File: src/rtl/csr_spmv_engine_if.sv
// Stream bundle for csr_spmv_engine: matrix-entry load, vector load and row-result output.
// The engine connects to the slave modport. The producer/consumer side connects to the master modport.
interface csr_spmv_engine_if #(
  parameter int unsigned N_ROWS = 4,
  parameter int unsigned N_COLS = 4,
  parameter int unsigned VW     = 8,
  parameter int unsigned XW     = 8,
  parameter int unsigned AW     = 16
);
  localparam int unsigned RW = $clog2(N_ROWS);
  localparam int unsigned CW = $clog2(N_COLS);

  logic          ld_valid;
  logic          ld_ready;
  logic          ld_last;
  logic [RW-1:0] ld_row;
  logic [CW-1:0] ld_col;
  logic [VW-1:0] ld_val;

  logic          vec_valid;
  logic          vec_ready;
  logic [XW-1:0] vec_data;

  logic          out_valid;
  logic          out_ready;
  logic [AW-1:0] out_data;
  logic [RW-1:0] out_row;
  logic          out_last;

  modport master (
    output ld_valid, ld_last, ld_row, ld_col, ld_val,
    input  ld_ready,
    output vec_valid, vec_data,
    input  vec_ready,
    input  out_valid, out_data, out_row, out_last,
    output out_ready
  );

  modport slave (
    input  ld_valid, ld_last, ld_row, ld_col, ld_val,
    output ld_ready,
    input  vec_valid, vec_data,
    output vec_ready,
    output out_valid, out_data, out_row, out_last,
    input  out_ready
  );
endinterface

File: src/rtl/csr_spmv_engine.sv
// Sparse (row-sorted CSR/COO stream) matrix times dense vector engine.
// It supports spike and integer vector modes, matrix reuse across jobs, saturating accumulators and sticky error flags.
module csr_spmv_engine #(
  parameter int unsigned N_ROWS  = 4,
  parameter int unsigned N_COLS  = 4,
  parameter int unsigned NNZ_MAX = 16,
  parameter int unsigned VW      = 8,
  parameter int unsigned XW      = 8,
  parameter int unsigned AW      = 16
) (
  input  logic              clk,
  input  logic              rst_n,
  input  logic              start,
  input  logic              reuse_mat,
  input  logic              mode,
  csr_spmv_engine_if.slave  bus,
  output logic              busy,
  output logic [2:0]        err,
  output logic              sat
);
  localparam int unsigned RW = $clog2(N_ROWS);
  localparam int unsigned CW = $clog2(N_COLS);
  localparam int unsigned NW = $clog2(NNZ_MAX + 1);
  localparam int unsigned IW = $clog2(NNZ_MAX);
  localparam int unsigned PW = VW + XW;
  localparam int unsigned SW = ((AW > PW) ? AW : PW) + 1;

  typedef enum logic [2:0] {
    S_IDLE     = 3'd0,
    S_LOAD_MAT = 3'd1,
    S_LOAD_VEC = 3'd2,
    S_COMPUTE  = 3'd3,
    S_DRAIN    = 3'd4
  } state_e;

  state_e        state_q, state_d;
  logic [NW-1:0] nnz_q, nnz_d;
  logic [NW-1:0] k_q, k_d;
  logic          mat_valid_q, mat_valid_d;
  logic [RW-1:0] prev_row_q, prev_row_d;
  logic [2:0]    err_q, err_d;
  logic          mode_q, mode_d;
  logic [CW-1:0] vidx_q, vidx_d;
  logic [RW-1:0] row_q, row_d;
  logic [AW-1:0] acc_q [N_ROWS];
  logic [AW-1:0] acc_d [N_ROWS];
  logic          rsat_q [N_ROWS];
  logic          rsat_d [N_ROWS];

  logic          ld_ready_q, vec_ready_q, out_valid_q, out_last_q, busy_q, sat_q;
  logic [AW-1:0] out_data_q;
  logic [RW-1:0] out_row_q;

  // Entry and vector storage; never reset
  logic [RW-1:0] row_mem [NNZ_MAX];
  logic [CW-1:0] col_mem [NNZ_MAX];
  logic [VW-1:0] val_mem [NNZ_MAX];
  logic [XW-1:0] x_mem   [N_COLS];

  logic          ld_hs, vec_hs, out_hs;
  logic          ent_we, x_we, out_load;
  logic          drop_full, drop_order, drop_range;
  logic [RW-1:0] e_row;
  logic [CW-1:0] e_col;
  logic [VW-1:0] e_val;
  logic [XW-1:0] x_op;
  logic [PW-1:0] prod;
  logic [SW-1:0] sum;
  logic          last_k;

  assign ld_hs  = bus.ld_valid && ld_ready_q;
  assign vec_hs = bus.vec_valid && vec_ready_q;
  assign out_hs = out_valid_q && bus.out_ready;

  // Multiply-accumulate datapath for the entry addressed by k
  assign e_row  = row_mem[k_q[IW-1:0]];
  assign e_col  = col_mem[k_q[IW-1:0]];
  assign e_val  = val_mem[k_q[IW-1:0]];
  assign x_op   = mode_q ? x_mem[e_col] : XW'(x_mem[e_col][0]);
  assign prod   = PW'(e_val) * PW'(x_op);
  assign sum    = SW'(acc_q[e_row]) + SW'(prod);
  assign last_k = (k_q + NW'(1)) >= nnz_q;

  always_comb begin
    state_d     = state_q;
    nnz_d       = nnz_q;
    k_d         = k_q;
    mat_valid_d = mat_valid_q;
    prev_row_d  = prev_row_q;
    err_d       = err_q;
    mode_d      = mode_q;
    vidx_d      = vidx_q;
    row_d       = row_q;
    acc_d       = acc_q;
    rsat_d      = rsat_q;
    ent_we      = 1'b0;
    x_we        = 1'b0;
    out_load    = 1'b0;
    drop_full   = 1'b0;
    drop_order  = 1'b0;
    drop_range  = 1'b0;

    case (state_q)
      S_IDLE: begin
        if (start) begin
          err_d  = '0;
          mode_d = mode;
          vidx_d = '0;
          if (reuse_mat && mat_valid_q) begin
            state_d = S_LOAD_VEC;
          end else begin
            state_d     = S_LOAD_MAT;
            nnz_d       = '0;
            prev_row_d  = '0;
            mat_valid_d = 1'b0;
          end
        end
      end
      S_LOAD_MAT: begin
        if (ld_hs) begin
          drop_full  = (nnz_q == NW'(NNZ_MAX));
          drop_order = (bus.ld_row < prev_row_q);
          drop_range = (32'(bus.ld_row) >= N_ROWS) || (32'(bus.ld_col) >= N_COLS);
          err_d      = err_q | {drop_range, drop_order, drop_full};
          if (!(drop_full || drop_order || drop_range)) begin
            ent_we     = 1'b1;
            nnz_d      = nnz_q + NW'(1);
            prev_row_d = bus.ld_row;
          end
          // A last beat closes the matrix even if the beat itself was dropped
          if (bus.ld_last) begin
            mat_valid_d = 1'b1;
            state_d     = S_LOAD_VEC;
          end
        end
      end
      S_LOAD_VEC: begin
        if (vec_hs) begin
          x_we   = 1'b1;
          vidx_d = vidx_q + CW'(1);
          if (vidx_q == CW'(N_COLS - 1)) begin
            state_d = S_COMPUTE;
            k_d     = '0;
            for (int r = 0; r < int'(N_ROWS); r++) begin
              acc_d[r]  = '0;
              rsat_d[r] = 1'b0;
            end
          end
        end
      end
      S_COMPUTE: begin
        if (nnz_q != '0) begin
          if (sum > SW'({AW{1'b1}})) begin
            acc_d[e_row]  = '1;
            rsat_d[e_row] = 1'b1;
          end else begin
            acc_d[e_row] = AW'(sum);
          end
        end
        k_d = k_q + NW'(1);
        if (last_k) begin
          state_d  = S_DRAIN;
          row_d    = '0;
          out_load = 1'b1;
        end
      end
      S_DRAIN: begin
        if (out_hs) begin
          if (row_q == RW'(N_ROWS - 1)) begin
            state_d = S_IDLE;
          end else begin
            row_d    = row_q + RW'(1);
            out_load = 1'b1;
          end
        end
      end
      default: state_d = S_IDLE;
    endcase
  end

  // rst_n is an active-high synchronous reset despite its name
  always_ff @(posedge clk) begin
    if (rst_n) begin
      state_q     <= S_IDLE;
      nnz_q       <= '0;
      k_q         <= '0;
      mat_valid_q <= 1'b0;
      prev_row_q  <= '0;
      err_q       <= '0;
      mode_q      <= 1'b0;
      vidx_q      <= '0;
      row_q       <= '0;
      for (int r = 0; r < int'(N_ROWS); r++) begin
        acc_q[r]  <= '0;
        rsat_q[r] <= 1'b0;
      end
      ld_ready_q  <= 1'b0;
      vec_ready_q <= 1'b0;
      out_valid_q <= 1'b0;
      out_last_q  <= 1'b0;
      busy_q      <= 1'b0;
      sat_q       <= 1'b0;
      out_data_q  <= '0;
      out_row_q   <= '0;
    end else begin
      state_q     <= state_d;
      nnz_q       <= nnz_d;
      k_q         <= k_d;
      mat_valid_q <= mat_valid_d;
      prev_row_q  <= prev_row_d;
      err_q       <= err_d;
      mode_q      <= mode_d;
      vidx_q      <= vidx_d;
      row_q       <= row_d;
      acc_q       <= acc_d;
      rsat_q      <= rsat_d;
      ld_ready_q  <= (state_d == S_LOAD_MAT);
      vec_ready_q <= (state_d == S_LOAD_VEC);
      out_valid_q <= (state_d == S_DRAIN);
      busy_q      <= (state_d != S_IDLE);
      if (out_load) begin
        out_data_q <= acc_d[row_d];
        out_row_q  <= row_d;
        out_last_q <= (row_d == RW'(N_ROWS - 1));
        sat_q      <= rsat_d[row_d];
      end else if (state_d != S_DRAIN) begin
        out_data_q <= '0;
        out_row_q  <= '0;
        out_last_q <= 1'b0;
        sat_q      <= 1'b0;
      end
    end
  end

  always_ff @(posedge clk) begin
    if (ent_we) begin
      row_mem[nnz_q[IW-1:0]] <= bus.ld_row;
      col_mem[nnz_q[IW-1:0]] <= bus.ld_col;
      val_mem[nnz_q[IW-1:0]] <= bus.ld_val;
    end
    if (x_we) begin
      x_mem[vidx_q] <= bus.vec_data;
    end
  end

  assign bus.ld_ready  = ld_ready_q;
  assign bus.vec_ready = vec_ready_q;
  assign bus.out_valid = out_valid_q;
  assign bus.out_data  = out_data_q;
  assign bus.out_row   = out_row_q;
  assign bus.out_last  = out_last_q;
  assign busy          = busy_q;
  assign err           = err_q;
  assign sat           = sat_q;
endmodule
File: src/flat_wrapper.sv
// flat-port wrapper written by rule: the top's interface ports become plain ports
module csr_spmv_engine_flat 
#(
  parameter int unsigned N_ROWS  = 4,
  parameter int unsigned N_COLS  = 4,
  parameter int unsigned NNZ_MAX = 16,
  parameter int unsigned VW      = 8,
  parameter int unsigned XW      = 8,
  parameter int unsigned AW      = 16
)
  (clk, rst_n, start, reuse_mat, mode, busy, err, sat, bus_ld_valid, bus_ld_last, bus_ld_row, bus_ld_col, bus_ld_val, bus_ld_ready, bus_vec_valid, bus_vec_data, bus_vec_ready, bus_out_valid, bus_out_data, bus_out_row, bus_out_last, bus_out_ready);
  csr_spmv_engine_if #(.N_ROWS(N_ROWS), .N_COLS(N_COLS), .VW(VW), .XW(XW), .AW(AW)) bus_i ();
  input  logic clk;
  input  logic rst_n;
  input  logic start;
  input  logic reuse_mat;
  input  logic mode;
  output logic busy;
  output logic [2:0] err;
  output logic sat;
  input wire logic [$bits(bus_i.ld_valid)-1:0] bus_ld_valid;
  input wire logic [$bits(bus_i.ld_last)-1:0] bus_ld_last;
  input wire logic [$bits(bus_i.ld_row)-1:0] bus_ld_row;
  input wire logic [$bits(bus_i.ld_col)-1:0] bus_ld_col;
  input wire logic [$bits(bus_i.ld_val)-1:0] bus_ld_val;
  output wire logic [$bits(bus_i.ld_ready)-1:0] bus_ld_ready;
  input wire logic [$bits(bus_i.vec_valid)-1:0] bus_vec_valid;
  input wire logic [$bits(bus_i.vec_data)-1:0] bus_vec_data;
  output wire logic [$bits(bus_i.vec_ready)-1:0] bus_vec_ready;
  output wire logic [$bits(bus_i.out_valid)-1:0] bus_out_valid;
  output wire logic [$bits(bus_i.out_data)-1:0] bus_out_data;
  output wire logic [$bits(bus_i.out_row)-1:0] bus_out_row;
  output wire logic [$bits(bus_i.out_last)-1:0] bus_out_last;
  input wire logic [$bits(bus_i.out_ready)-1:0] bus_out_ready;
  assign bus_i.ld_valid = bus_ld_valid;
  assign bus_i.ld_last = bus_ld_last;
  assign bus_i.ld_row = bus_ld_row;
  assign bus_i.ld_col = bus_ld_col;
  assign bus_i.ld_val = bus_ld_val;
  assign bus_ld_ready = bus_i.ld_ready;
  assign bus_i.vec_valid = bus_vec_valid;
  assign bus_i.vec_data = bus_vec_data;
  assign bus_vec_ready = bus_i.vec_ready;
  assign bus_out_valid = bus_i.out_valid;
  assign bus_out_data = bus_i.out_data;
  assign bus_out_row = bus_i.out_row;
  assign bus_out_last = bus_i.out_last;
  assign bus_i.out_ready = bus_out_ready;
  csr_spmv_engine #(.N_ROWS(N_ROWS), .N_COLS(N_COLS), .NNZ_MAX(NNZ_MAX), .VW(VW), .XW(XW), .AW(AW)) u_core (.clk(clk), .rst_n(rst_n), .start(start), .reuse_mat(reuse_mat), .mode(mode), .bus(bus_i), .busy(busy), .err(err), .sat(sat));
endmodule
File: config.mk
export PLATFORM = sky130hd
export DESIGN_NAME = csr_spmv_engine_flat
export DESIGN_NICKNAME = d
export VERILOG_FILES = /design/src/rtl/csr_spmv_engine_if.sv /design/src/rtl/csr_spmv_engine.sv /design/src/flat_wrapper.sv
export SDC_FILE = /design/constraint.sdc
export NUM_CORES = 1
export LEC_CHECK = 0
export CAP_MARGIN = 40
export CORE_MARGIN = 2
export CORE_UTILIZATION = 40
export DETAILED_ROUTE_END_ITERATION = 10
export GPL_ROUTABILITY_DRIVEN = 0
export PLACE_DENSITY = 0.52
export SLEW_MARGIN = 40
export SYNTH_ARGS = -nofsm -noshare
export SYNTH_HDL_FRONTEND = slang
export SYNTH_SLANG_ARGS = --single-unit
File: constraint.sdc
create_clock -name clk -period 12.87 [get_ports clk]
set_input_delay 1.9305 -clock clk [delete_from_list [all_inputs] [get_ports clk]]
set_output_delay 1.9305 -clock clk [all_outputs]
set_load 0.1 [all_outputs]
==> results.toml <==
[route]
wl_per_cell_um = 22.0
via_per_inst = 5.52
drtIter0Drc = 931
via_count = 11395
dr.pass1.iters = 5
final_antenna_net_count = 0
drc_errors = 0
routed_wirelength_mm = 45.5

[placement]
io_buffers = 54
placed_area_um2 = 18200
dp_hpwl_mm = 29.9

[synthesis]
synth_fp_nets = 1586
async_reset_ff_frac = 0
ys_top_cells_by_count = "edfxtp_1, nor2_1, nand2_1"
ys_seq_elements = 343
yosysMostFrequentCell = "edfxtp_1"
synth.top_cell.area_share = 0.391
synth_top_cell_by_area = "edfxtp_1"
syn_area_per_cell_um2 = 11.8
synth.distinct_cells = 69
yosysSeqAreaShare = 0.530
netlist_area_um2 = 17200
synth_flop_cell = "edfxtp_1"
synth_cells = 1455
synth-edff-count = 224
synth_area_leaders = "edfxtp_1, dfxtp_1, mux4_2"
ys_warn_count = 0

[global_routing]
antenna_found_initial = 2
grt_start_max_net_pins = 66
gr-usage-all-layers = 0.209
grt_pass1_vias = 11812
grt-ovfl-total = 0
grt_pass1_wl_mm = 70.0

[setup_path]
cp.arrival_ns = 8.78
end_kind = "flop"
cp_slowest_cell = "dfxtp_4"
r2r_setup_slack_ns = 4.57
cpPeakStageDelay_ns = 0.69
crit_required_ns = 13.36
crit_chain = "buf_12, mux4_2, mux4_2, buf_4, mux2_2, a21oi_1, fa_1, inv_1, fa_1, inv_1, fa_1, fa_1, inv_1, ha_1, o21ai_0, o21ai_0, nand3_1, o21ai_0, a21o_1, nor3_4, a21oi_1, o21ai_0, a221o_1, nand2_1"
start_kind = "flop"
path_max_fanout = 41
path_class = "flop to flop"

[timing]
max_slew_margin = 0.429
max_freq_ghz = 0.121
finalHoldViolations = 0
worst_pin_slew_ns = 0.851
period_share = 0.645
setup_violations = 0
final-max-slew-violation-count = 0
finalClockSkew_ns = 0.0194
period_minus_slack_ns = 8.30
setup_tns_ns = 0
rsz0062_at_grt = "false"

[cells_and_area]
fill_cells = 3887
n_antenna_cell = 0
fin_nets = 1626
syn2layout_area_growth_pct = 12.4
fin_util = 0.458
drive_above_1_share = 0.138
finalInstanceArea_um2 = 19300

[die]
dieArea_um2 = 44700
core_area_um2 = 42200
ios = 56
die_y_um = 211
core.rowCount = 75
chipWidth_um = 211
initial_core_util = 0.407

[clock_tree]
postCtsSetupBuffers = 0
cts.htree.levels = 2
clk_latency_ns = 0.55
root_buffer = "clkbuf_16"
cts.sinks = 343
cts_resized = 0
cts_tree = "yes"
numCtsBuffers = 38
ctsHoldBuffers = 0
path_clk_slew_ns = 0.06
cts_buffer_depth = 3

[power_and_ir_drop]
p_leak_nw = 7.07
power.total_mw = 2.35
power_density_nw_per_um2 = 122
vdd_drop_max_mv = 0.107

[flow_run]
drv_cap = 0

[hold_path]
hp-class = "flop to flop"

[run_status]
status = "finished clean"
## flip-flops by register name, summed over array words and instances (netlist names), 3 cells and up, named ones only
signal,count
u_core.rsat_q,4
u_core.col_mem,32
u_core.row_mem,32
u_core.state_q,3
u_core.acc_q,64
u_core.nnz_q,5
u_core.x_mem,32
u_core.bus.out_data,16
u_core.k_q,5
u_core.val_mem,128
## path summary, 6_finish.rpt
path | from | to | depth (start not counted)
max | flop | u_core.bus.out_data[11] | 24
min | u_core.sat | u_core.sat | 2
max reg2reg | flop | u_core.bus.out_data[11] | 24
min reg2reg | u_core.sat | u_core.sat | 2
## worst max-delay path, delay by kind of cell (launching register included)
kind                     cells  cell delay (ns)
AO/OA/AOI/OAI                8             2.79
AND/OR/NAND/NOR              3             0.39
flip-flops                   1             0.69
multiplexers                 3             1.37
adder cells (fa/ha/maj)      5             2.10
buffers and inverters        5             0.84
## area by class of cell
type / instances / area, µm² / share of cell area
flip-flops and latches: 343 / 9110 / 0.471
inverters: 99 / 372 / 0.0192
well taps: 539 / 674 / 0.0349
multi-input cells: 944 / 7470 / 0.386
clock inverters: 17 / 154 / 0.00796
repair buffers: 69 / 533 / 0.0276
clock buffers: 52 / 1010 / 0.0524
## power by group
part	internal [mW]	switching, mW
Clock	0.595	0.441
Sequential	1.17	0.00430
Combinational	0.0452	0.0917
## logic make-up after synthesis
family	Yosys count	share of synthesized area
other	1	0.000218
buffers and inverters	168	0.0386
AOI/OAI and AO/OA	301	0.111
muxes	101	0.104
xor gates and xnor gates	16	0.00815
and+or+nand+nor	423	0.111
adders and majority gates	102	0.0965
DFF	343	0.530
## cells in the final DEF (no fill, tap or decap), types with 13 or more instances in the layout
cell type / instances
edfxtp_1: 224
nor2_1: 165
nand2_1: 129
dfxtp_1: 117
inv_1: 99
a21oi_1: 94
mux4_2: 60
fa_1: 51
ha_1: 51
o21ai_0: 46
clkbuf_16: 38
clkdlybuf4s50_1: 27
buf_2: 26
a211oi_1: 25
nor3_1: 24
mux2i_1: 23
a31oi_1: 23
a22oi_1: 21
a21o_1: 20
mux2_2: 17
buf_4: 15
nand3_1: 13
clkbuf_1: 13
## stage by stage
stage | hold slack, ns | setup WS, ns | std cells
global route | 0.480 | 4.00 | 2063
CTS | 0.439 | 4.38 | 2063
global placement | 0.429 | 4.43 | 1993
detailed placement | 0.431 | 4.44 | 1994
floorplan | 0.458 | 5.69 | 1455
finish | 0.433 | 4.57 | 2063
## metal layers
| metal | part of all wire | vias up | track usage |
|---|---|---|---|
| li1 | - | 5369 | - |
| met1 | 0.44 | 5687 | 0.277 |
| met2 | 0.49 | 270 | 0.354 |
| met3 | 0.043 | 69 | 0.0280 |
| met4 | 0.029 | 0 | 0.0731 |
| met5 | 0 | - | 0 |
Note: power is estimated with default switching activity, not from simulation.
